### config.mk
export PLATFORM = sky130hd
export DESIGN_NAME = ahb_arbiter_flat
export DESIGN_NICKNAME = d
export VERILOG_FILES = /design/src/rtl/ahb_arbiter_if.sv /design/src/rtl/ahb_arbiter.sv /design/src/flat_wrapper.sv
export SDC_FILE = /design/constraint.sdc
export NUM_CORES = 1
export LEC_CHECK = 0
export CAP_MARGIN = 25
export CORE_AREA = 2 2 62 64
export DETAILED_ROUTE_END_ITERATION = 10
export DIE_AREA = 0 0 64 66
export GPL_TIMING_DRIVEN = 0
export PLACE_DENSITY = 0.49
export SLEW_MARGIN = 20
export SYNTH_ARGS = -nofsm -noshare
export SYNTH_HDL_FRONTEND = slang
export SYNTH_SLANG_ARGS = --single-unit
### constraint.sdc
create_clock -name HCLK -period 1.9 [get_ports HCLK]
set_input_delay 0.57 -clock HCLK [delete_from_list [all_inputs] [get_ports HCLK]]
set_output_delay 0.57 -clock HCLK [all_outputs]
set_load 0.05 [all_outputs]
### src/rtl/ahb_arbiter_if.sv
// Bus-side signal bundle for the two-master AHB arbiter.
// The master modport is the requesting/bus side; the slave modport is the arbiter.
interface ahb_arbiter_if;
  logic [1:0] HBUSREQ;
  logic [1:0] HLOCK;
  logic [1:0] HTRANS;
  logic       HREADY;
  logic [1:0] HGRANT;
  logic       HMASTER;
  logic       HMASTER_D;
  logic       HMASTLOCK;

  modport master (
    output HBUSREQ, HLOCK, HTRANS, HREADY,
    input  HGRANT, HMASTER, HMASTER_D, HMASTLOCK
  );

  modport slave (
    input  HBUSREQ, HLOCK, HTRANS, HREADY,
    output HGRANT, HMASTER, HMASTER_D, HMASTLOCK
  );
endinterface

### src/rtl/ahb_arbiter.sv
// Two-master round-robin AHB arbiter with locked tenures and a per-tenure beat limit.
// All state advances only on HREADY=1 edges, so a stalled bus freezes the whole arbiter.
module ahb_arbiter #(
  parameter int BURST_MAX = 16
) (
  input logic         HCLK,
  input logic         HRESETn,
  ahb_arbiter_if.slave bus
);
  localparam int CW = (BURST_MAX > 2) ? $clog2(BURST_MAX) : 1;
  localparam logic [CW-1:0] CNT_MAX = CW'(BURST_MAX - 1);

  localparam logic [1:0] PARK = 2'd0;
  localparam logic [1:0] OWN  = 2'd1;
  localparam logic [1:0] LOCK = 2'd2;

  logic [1:0]    state, state_nx;
  logic          gnt, gnt_nx;
  logic [CW-1:0] cnt, cnt_step, cnt_nx;
  logic          hmaster, hmaster_d, mastlock;
  logic          beat, any_req, win, limit, own_rel;

  always_comb begin
    beat    = bus.HTRANS[1];
    any_req = |bus.HBUSREQ;
    // Round-robin: the master that was not last granted has priority.
    win     = bus.HBUSREQ[~gnt] ? ~gnt : (bus.HBUSREQ[gnt] ? gnt : 1'b0);

    cnt_step = cnt;
    if (beat) begin
      if (!bus.HTRANS[0])      cnt_step = '0;
      else if (cnt != CNT_MAX) cnt_step = cnt + 1'b1;
    end

    limit   = beat && (cnt_step == CNT_MAX) && bus.HBUSREQ[~gnt];
    own_rel = !bus.HBUSREQ[gnt] || limit;

    state_nx = state;
    gnt_nx   = gnt;
    case (state)
      PARK: if (any_req) begin
        gnt_nx   = win;
        state_nx = OWN;
      end
      OWN: begin
        if (bus.HBUSREQ[gnt] && bus.HLOCK[gnt]) begin
          state_nx = LOCK;
        end else if (own_rel) begin
          gnt_nx   = win;
          state_nx = any_req ? OWN : PARK;
        end
      end
      LOCK: if (!bus.HLOCK[gnt]) begin
        // Lock release falls straight through to the normal ownership rules.
        state_nx = OWN;
        if (own_rel) begin
          gnt_nx   = win;
          state_nx = any_req ? OWN : PARK;
        end
      end
      default: begin
        state_nx = PARK;
        gnt_nx   = 1'b0;
      end
    endcase

    cnt_nx = (gnt_nx != gnt) ? '0 : cnt_step;
  end

  always_ff @(posedge HCLK or negedge HRESETn) begin
    if (!HRESETn) begin
      state     <= PARK;
      gnt       <= 1'b0;
      cnt       <= '0;
      hmaster   <= 1'b0;
      hmaster_d <= 1'b0;
      mastlock  <= 1'b0;
    end else if (bus.HREADY) begin
      state     <= state_nx;
      gnt       <= gnt_nx;
      cnt       <= cnt_nx;
      hmaster   <= gnt;
      hmaster_d <= hmaster;
      mastlock  <= bus.HLOCK[gnt];
    end
  end

  assign bus.HGRANT    = {gnt, ~gnt};
  assign bus.HMASTER   = hmaster;
  assign bus.HMASTER_D = hmaster_d;
  assign bus.HMASTLOCK = mastlock;
endmodule
### src/flat_wrapper.sv
// flat-port wrapper written by rule: the top's interface ports become plain ports
module ahb_arbiter_flat 
#(
  parameter int BURST_MAX = 16
)
  (HCLK, HRESETn, bus_HBUSREQ, bus_HLOCK, bus_HTRANS, bus_HREADY, bus_HGRANT, bus_HMASTER, bus_HMASTER_D, bus_HMASTLOCK);
  ahb_arbiter_if bus_i ();
  input logic HCLK;
  input logic HRESETn;
  input wire logic [$bits(bus_i.HBUSREQ)-1:0] bus_HBUSREQ;
  input wire logic [$bits(bus_i.HLOCK)-1:0] bus_HLOCK;
  input wire logic [$bits(bus_i.HTRANS)-1:0] bus_HTRANS;
  input wire logic [$bits(bus_i.HREADY)-1:0] bus_HREADY;
  output wire logic [$bits(bus_i.HGRANT)-1:0] bus_HGRANT;
  output wire logic [$bits(bus_i.HMASTER)-1:0] bus_HMASTER;
  output wire logic [$bits(bus_i.HMASTER_D)-1:0] bus_HMASTER_D;
  output wire logic [$bits(bus_i.HMASTLOCK)-1:0] bus_HMASTLOCK;
  assign bus_i.HBUSREQ = bus_HBUSREQ;
  assign bus_i.HLOCK = bus_HLOCK;
  assign bus_i.HTRANS = bus_HTRANS;
  assign bus_i.HREADY = bus_HREADY;
  assign bus_HGRANT = bus_i.HGRANT;
  assign bus_HMASTER = bus_i.HMASTER;
  assign bus_HMASTER_D = bus_i.HMASTER_D;
  assign bus_HMASTLOCK = bus_i.HMASTLOCK;
  ahb_arbiter #(.BURST_MAX(BURST_MAX)) u_core (.HCLK(HCLK), .HRESETn(HRESETn), .bus(bus_i));
endmodule
# After elaboration in Yosys (flattened, before gate mapping)
# Index checks and enable logic that the tools add are counted.
# totals
register_bits	10
latch_bits	0
ramBits	0
mem_bits_ro	0
out_inout_bits	5
elab_cells	50
mem_count	0
# classes
addsub	1
multipliers	0
div_mod_pow	0
order_cmp	2
n_eq_ne	8
shift	0
n_mux	24
bitwise	1
n_reduce_logical	8
# ops
op	n
2-to-1 mux 4 bit	4
2-to-1 mux 1 bit	13
2-to-1 mux 2 bit	5
case mux 2 bit (3 select lines)	1
adder 4 x 1 -> 4 bit, second input constant	1
equality test 4 bit, second input constant	1
< comparator 1 x 2 -> 1 bit, second input constant	2
inequality test 4 bit, second input constant	1
AND reduction 4 bit	1
logical AND 1 bit	3
inequality test 3 x 1 -> 1 bit, second input constant	1
case mux 1 bit (3 select lines)	1
equality test 2 x 1 -> 1 bit, second input constant	1
equality test 2 bit, second input constant	1
zero test 2 bit	1
inequality test 2 x 1 -> 1 bit, second input constant	1
inequality test 2 bit, second input constant	1
OR reduction 2 bit	1
zero test 1 bit	1
logical OR 1 bit	1
inequality test 1 bit	1
NOT 1 bit	1

# Depth between registers and ports, before layout
# depth
depth_word	13
depth_mapped	7

# Worst setup path after synthesis
# No wires, ideal clock.
# synth_path
path_kind	reg2reg
start	register u_core.cnt[0]
end	register u_core.state[0]
setup_ns	0.128
t_arrival_ns	1.852
required_time_ns	1.772
path_slack_ns	-0.080
stages_incl_launch_ff	7
period_less_slack_ns	1.980
path_cell_list	dfrtp_1 -> ha_1 -> nand3_2 -> a211o_1 -> a211o_1 -> a31oi_2 -> mux2_1
# synth_between
elab_chain_len	11
word_cells_on_any_way	14
cone_classes	add/sub (1); eq/ne (3); mux (6); reduce/logical (4)
# synth_lines
element	line_no	rtl
start, declared	ahb_arbiter.sv:19	logic [CW-1:0] cnt, cnt_step, cnt_nx;
start signal, assigned	ahb_arbiter.sv:81	cnt <= cnt_nx;
adder 4 x 1 -> 4 bit or inequality test 4 bit (tied branches)	ahb_arbiter.sv:32	else if (cnt != CNT_MAX) cnt_step = cnt + 1'b1;
2-to-1 mux 4 bit	ahb_arbiter.sv:32	
2-to-1 mux 4 bit	ahb_arbiter.sv:31	if (!bus.HTRANS[0]) cnt_step = '0;
2-to-1 mux 4 bit *	ahb_arbiter.sv:30	if (beat) begin
equality test 4 bit *	ahb_arbiter.sv:35	limit = beat && (cnt_step == CNT_MAX) && bus.HBUSREQ[~gnt];
logical AND 1 bit * (2 in series)	ahb_arbiter.sv:35	
logical OR 1 bit *	ahb_arbiter.sv:36	own_rel = !bus.HBUSREQ[gnt] || limit;
2-to-1 mux 2 bit	ahb_arbiter.sv:56	if (own_rel) begin
2-to-1 mux 2 bit	ahb_arbiter.sv:53	LOCK: if (!bus.HLOCK[gnt]) begin
case mux 2 bit (3 select lines)	ahb_arbiter.sv:40	case (state)
end signal, assigned	ahb_arbiter.sv:79	state <= state_nx;
end, declared	ahb_arbiter.sv:17	logic [1:0] state, state_nx;
# Every way passes the cells marked *; elsewhere a longest branch is shown, timed or not. The select of a mux whose other input is x is not followed.
# A chain may end at the register's enable or synchronous reset.

# Worst setup path in the final report
# layout_path
start	input bus_HTRANS[1]
end	register u_core.gnt
# layout_between
elab_chain_len	8
word_cells_on_any_way	9
cone_classes	eq/ne (1); mux (5); reduce/logical (3)
# layout_lines
element	line_no	rtl
start, declared	flat_wrapper.sv:12	input wire logic [$bits(bus_i.HTRANS)-1:0] bus_HTRANS;
2-to-1 mux 4 bit	ahb_arbiter.sv:30	
equality test 4 bit	ahb_arbiter.sv:35	
logical AND 1 bit * (2 in series)	ahb_arbiter.sv:35	
logical OR 1 bit *	ahb_arbiter.sv:36	
2-to-1 mux 1 bit *	ahb_arbiter.sv:48, ahb_arbiter.sv:56	
2-to-1 mux 1 bit, on equally long branches	ahb_arbiter.sv:53, ahb_arbiter.sv:46	
case mux 1 bit (3 select lines) *	ahb_arbiter.sv:40	
end signal, assigned	ahb_arbiter.sv:80	gnt <= gnt_nx;
end, declared	ahb_arbiter.sv:18	logic gnt, gnt_nx;
# Every way passes the cells marked *; elsewhere a longest branch is shown, timed or not.

==> qor.csv <==
metric;value;unit
outcome;completed;
register bit total from synthesis;10;
setup violation total in the final timing report;0;
clock buffer count from CTS;3;
Final Max Tran Viols;0;
post-route fraction of the period consumed by the critical path;99.4;%
antenna cell count;0;
global routing usage summed across all routing layers;11.5;%
area fraction of the dominant cell type after synthesis;29.3;%
Post-synth EDFFs;0;
Post-synth ARST share;100;%
Final Routed Wirelength;2360;um
ratio of cells with drive above 1 in the final layout;35.4;%
Fmax;529;MHz
Cell Area, Synth;855;um^2
number of H-tree branching levels;1;
number of antenna violations at the first check in global routing;0;
HP Class;flip-flop to flip-flop;
clk buf depth;2;
first-pass detailed-route iteration total;4;
unrepaired setup endpoints after global routing;yes;
minimum clock period;1.89;ns
starting density of the core;24.1;%
y dimension of the die;66;um
maximum fanout along the worst path;5;
global route overflow;0;
Worst path max stage delay;0.34;ns
smallest setup slack after layout;0.0110;ns
post-detailed-route DRC marker count;0;
Slew headroom;62.6;%
most used flip-flop cell after synthesis;dfrtp_1;
filler cell count;374;
number of rows in the core area;22;
setup clock skew after layout;0.00410;ns
TritonCTS clock tree;done;
GPL Wtd Cong;0.825;
dominant cell type by area after synthesis;dfrtp_1;
count of buffer and inverter cells on the critical path;3;
Gate Count Post-Synth;102;
area of the die;0.00422;mm^2
transition time at the pin with the least slew margin;0.555;ns
Crit-path slowest cell;a211o_1;
Design Area, Final;0.00124;mm^2
nets@finish;138;
family with the most delay on the worst path;compound AO/OA/AOI/OAI gates;
Clock Pin Slew Worst Setup and Hold Paths;0.07;ns
Yosys warnings;0;
chip width;64;um
Yosys cell types;37;
leakage power figure;0.518;nW
max capacitance violation total;0;
worst endpoint required time;2.05;ns
synth top area cells;dfrtp_1 29%, o21ai_0 6.4%, inv_1 5.7%;
number of sinks on the clock net;10;
most numerous cell on the critical path;a211o_1;
Layout area overhead;45.7;%
clk_lat worst skew;0.26;ns
Worst setup SP type;primary input;
Worst IR Drop VDD;580;uV
remaining antenna violation count after routing;0;
global-route wire length before repair;3730;um
cell-by-cell trace of the critical path;clkdlybuf4s15_2 -> buf_8 -> a211o_1 -> a211o_1 -> buf_6 -> mux2i_1 -> a22oi_1 -> o22a_1;
Post-Place Cell Area;0.00105;mm^2
power density cells;1320;mW/mm^2
via-per-instance ratio;4.90;
mean area per synthesized cell;8.38;um^2
via count of the first global-routing pass;832;
crit path kind;primary input to flip-flop;
core footprint;0.00355;mm^2
iteration-0 DRC count of the detailed router;31;
utilization of the core after routing;35.1;%
detailed-route wire length per cell;13.5;um
net count after synthesis;112;
post-detail-place hpwl;1550;um
CTS Root Cell;clkbuf_4;
worst hold margin;0.516;ns
Tot Pwr;1.64;mW
post-synthesis sequential area ratio;29.3;%
largest net degree at the start of global routing;11;
port bufs;11;
Crit. End Element;flip-flop;
Worst EP arrival;2.04;ns
total number of vias;857;
number of top-level pins;14;
pre-CTS WS;-0.709;ns
final-report hold violation count;0;
[logic make-up (layout without fill, tap and decap cells)]
logic type               Yosys count  in the layout  share of synthesized area (%)
AO/OA/AOI/OAI                     40             40                           33.1
adder cells (fa/ha/maj)            1              1                           1.46
buffers and inverters             21             46                           14.6
flip-flops                        10             10                           29.3
multiplexers                       5              5                           6.30
AND/OR/NAND/NOR                   25             25                           15.2
[worst register-to-register path: stages (launching register included)]
cell	delay (ns)
dfrtp_1	0.39
ha_4	0.17
nand3_4	0.08
a211o_1	0.27
a211o_1	0.34
buf_6	0.15
mux2i_1	0.13
a22oi_1	0.08
o22a_1	0.16
[where the power goes]
part | internal [mW] | total (mW) | switching, mW
clock | 0.116 | 0.191 | 0.0750
sequential | 0.297 | 0.400 | 0.103
combinational | 0.456 | 1.05 | 0.592
[registers in the layout, summed over array words and instances (netlist names)]
name	cells
u_core.cnt	4
u_core.bus.HMASTER	1
u_core.state	2
u_core.bus.HMASTLOCK	1
u_core.gnt	1
u_core.bus.HMASTER_D	1
[area by class of cell]
type                       instances  area [um^2]  area share [%]
buffer                             8         83.8            6.73
clock buffer                       4         36.3            2.91
inverter                          13         48.8            3.92
multi-input combinational         71          587            47.1
sequential                        10          251            20.2
tap                               48         60.1            4.82
timing repair buffer              21          178            14.3
[final timing paths]
check	startpoint	endpoint	slack (ns)	depth (start not counted)
min in group asynchronous	HRESETn	u_core.bus.HMASTER	0.63	1
min	u_core.bus.HMASTER_D	u_core.bus.HMASTER_D	0.52	1
min reg2reg	u_core.bus.HMASTER_D	u_core.bus.HMASTER_D	0.52	1
max	bus_HTRANS[1]	u_core.gnt	0.01	8
max reg2reg	u_core.cnt[0]	u_core.gnt	0.01	8
max in group asynchronous	HRESETn	u_core.gnt	0.91	1
[cell usage after synthesis, types with 2 or more instances]
cell / number
nand4_1: 3
and2b_2: 2
o2bb2ai_1: 2
nand2_1: 8
nor2_1: 5
a21oi_1: 8
buf_6: 2
o21ai_0: 11
mux2_2: 2
clkbuf_8: 2
o22ai_1: 4
o21a_1: 2
inv_1: 13
a211o_1: 2
dfrtp_1: 10
mux2i_1: 2
buf_4: 3
nand3_1: 2
[what timing repair did]
action                                 CTS  global route
endpoints found under the hold margin    0             0
setup buffers                           10             0
setup endpoints to repair               12             6
pin swaps                               10             4
gates resized for setup                 32             7
hold buffers                             0             0
[metrics by stage]
stage	TNS, ns	cells
floorplan	-0.00863	102
global placement	-4.33	161
detailed placement	-4.56	161
CTS	0	175
global route	-0.324	175
finish	0	175
[layer usage]
| layer | GRT usage [%] | vias up | wire, um | share of wire [%] |
|---|---|---|---|---|
| li1 | - | 423 | - | - |
| met1 | 12.9 | 414 | 1010 | 43 |
| met2 | 21.1 | 18 | 1240 | 53 |
| met3 | 2.73 | 2 | 86 | 3.7 |
| met4 | 4.08 | 0 | 13 | 0.55 |
| met5 | 0 | - | 0 | 0 |
[cells in the final DEF (no fill, tap or decap), drive strengths merged, types with 2 or more instances in the layout]
cell,instances
a31oi,2
dlygate4sd2,6
clkbuf,7
o22ai,4
a211o,2
buf,17
clkdlybuf4s15,2
inv,13
dfrtp,10
o21ai,11
nand4,3
mux2,3
o2bb2ai,2
a21oi,8
nand2,8
nand3,3
and2b,2
nor2,5
o21a,2
mux2i,2
(Power assumes the default switching activity.)
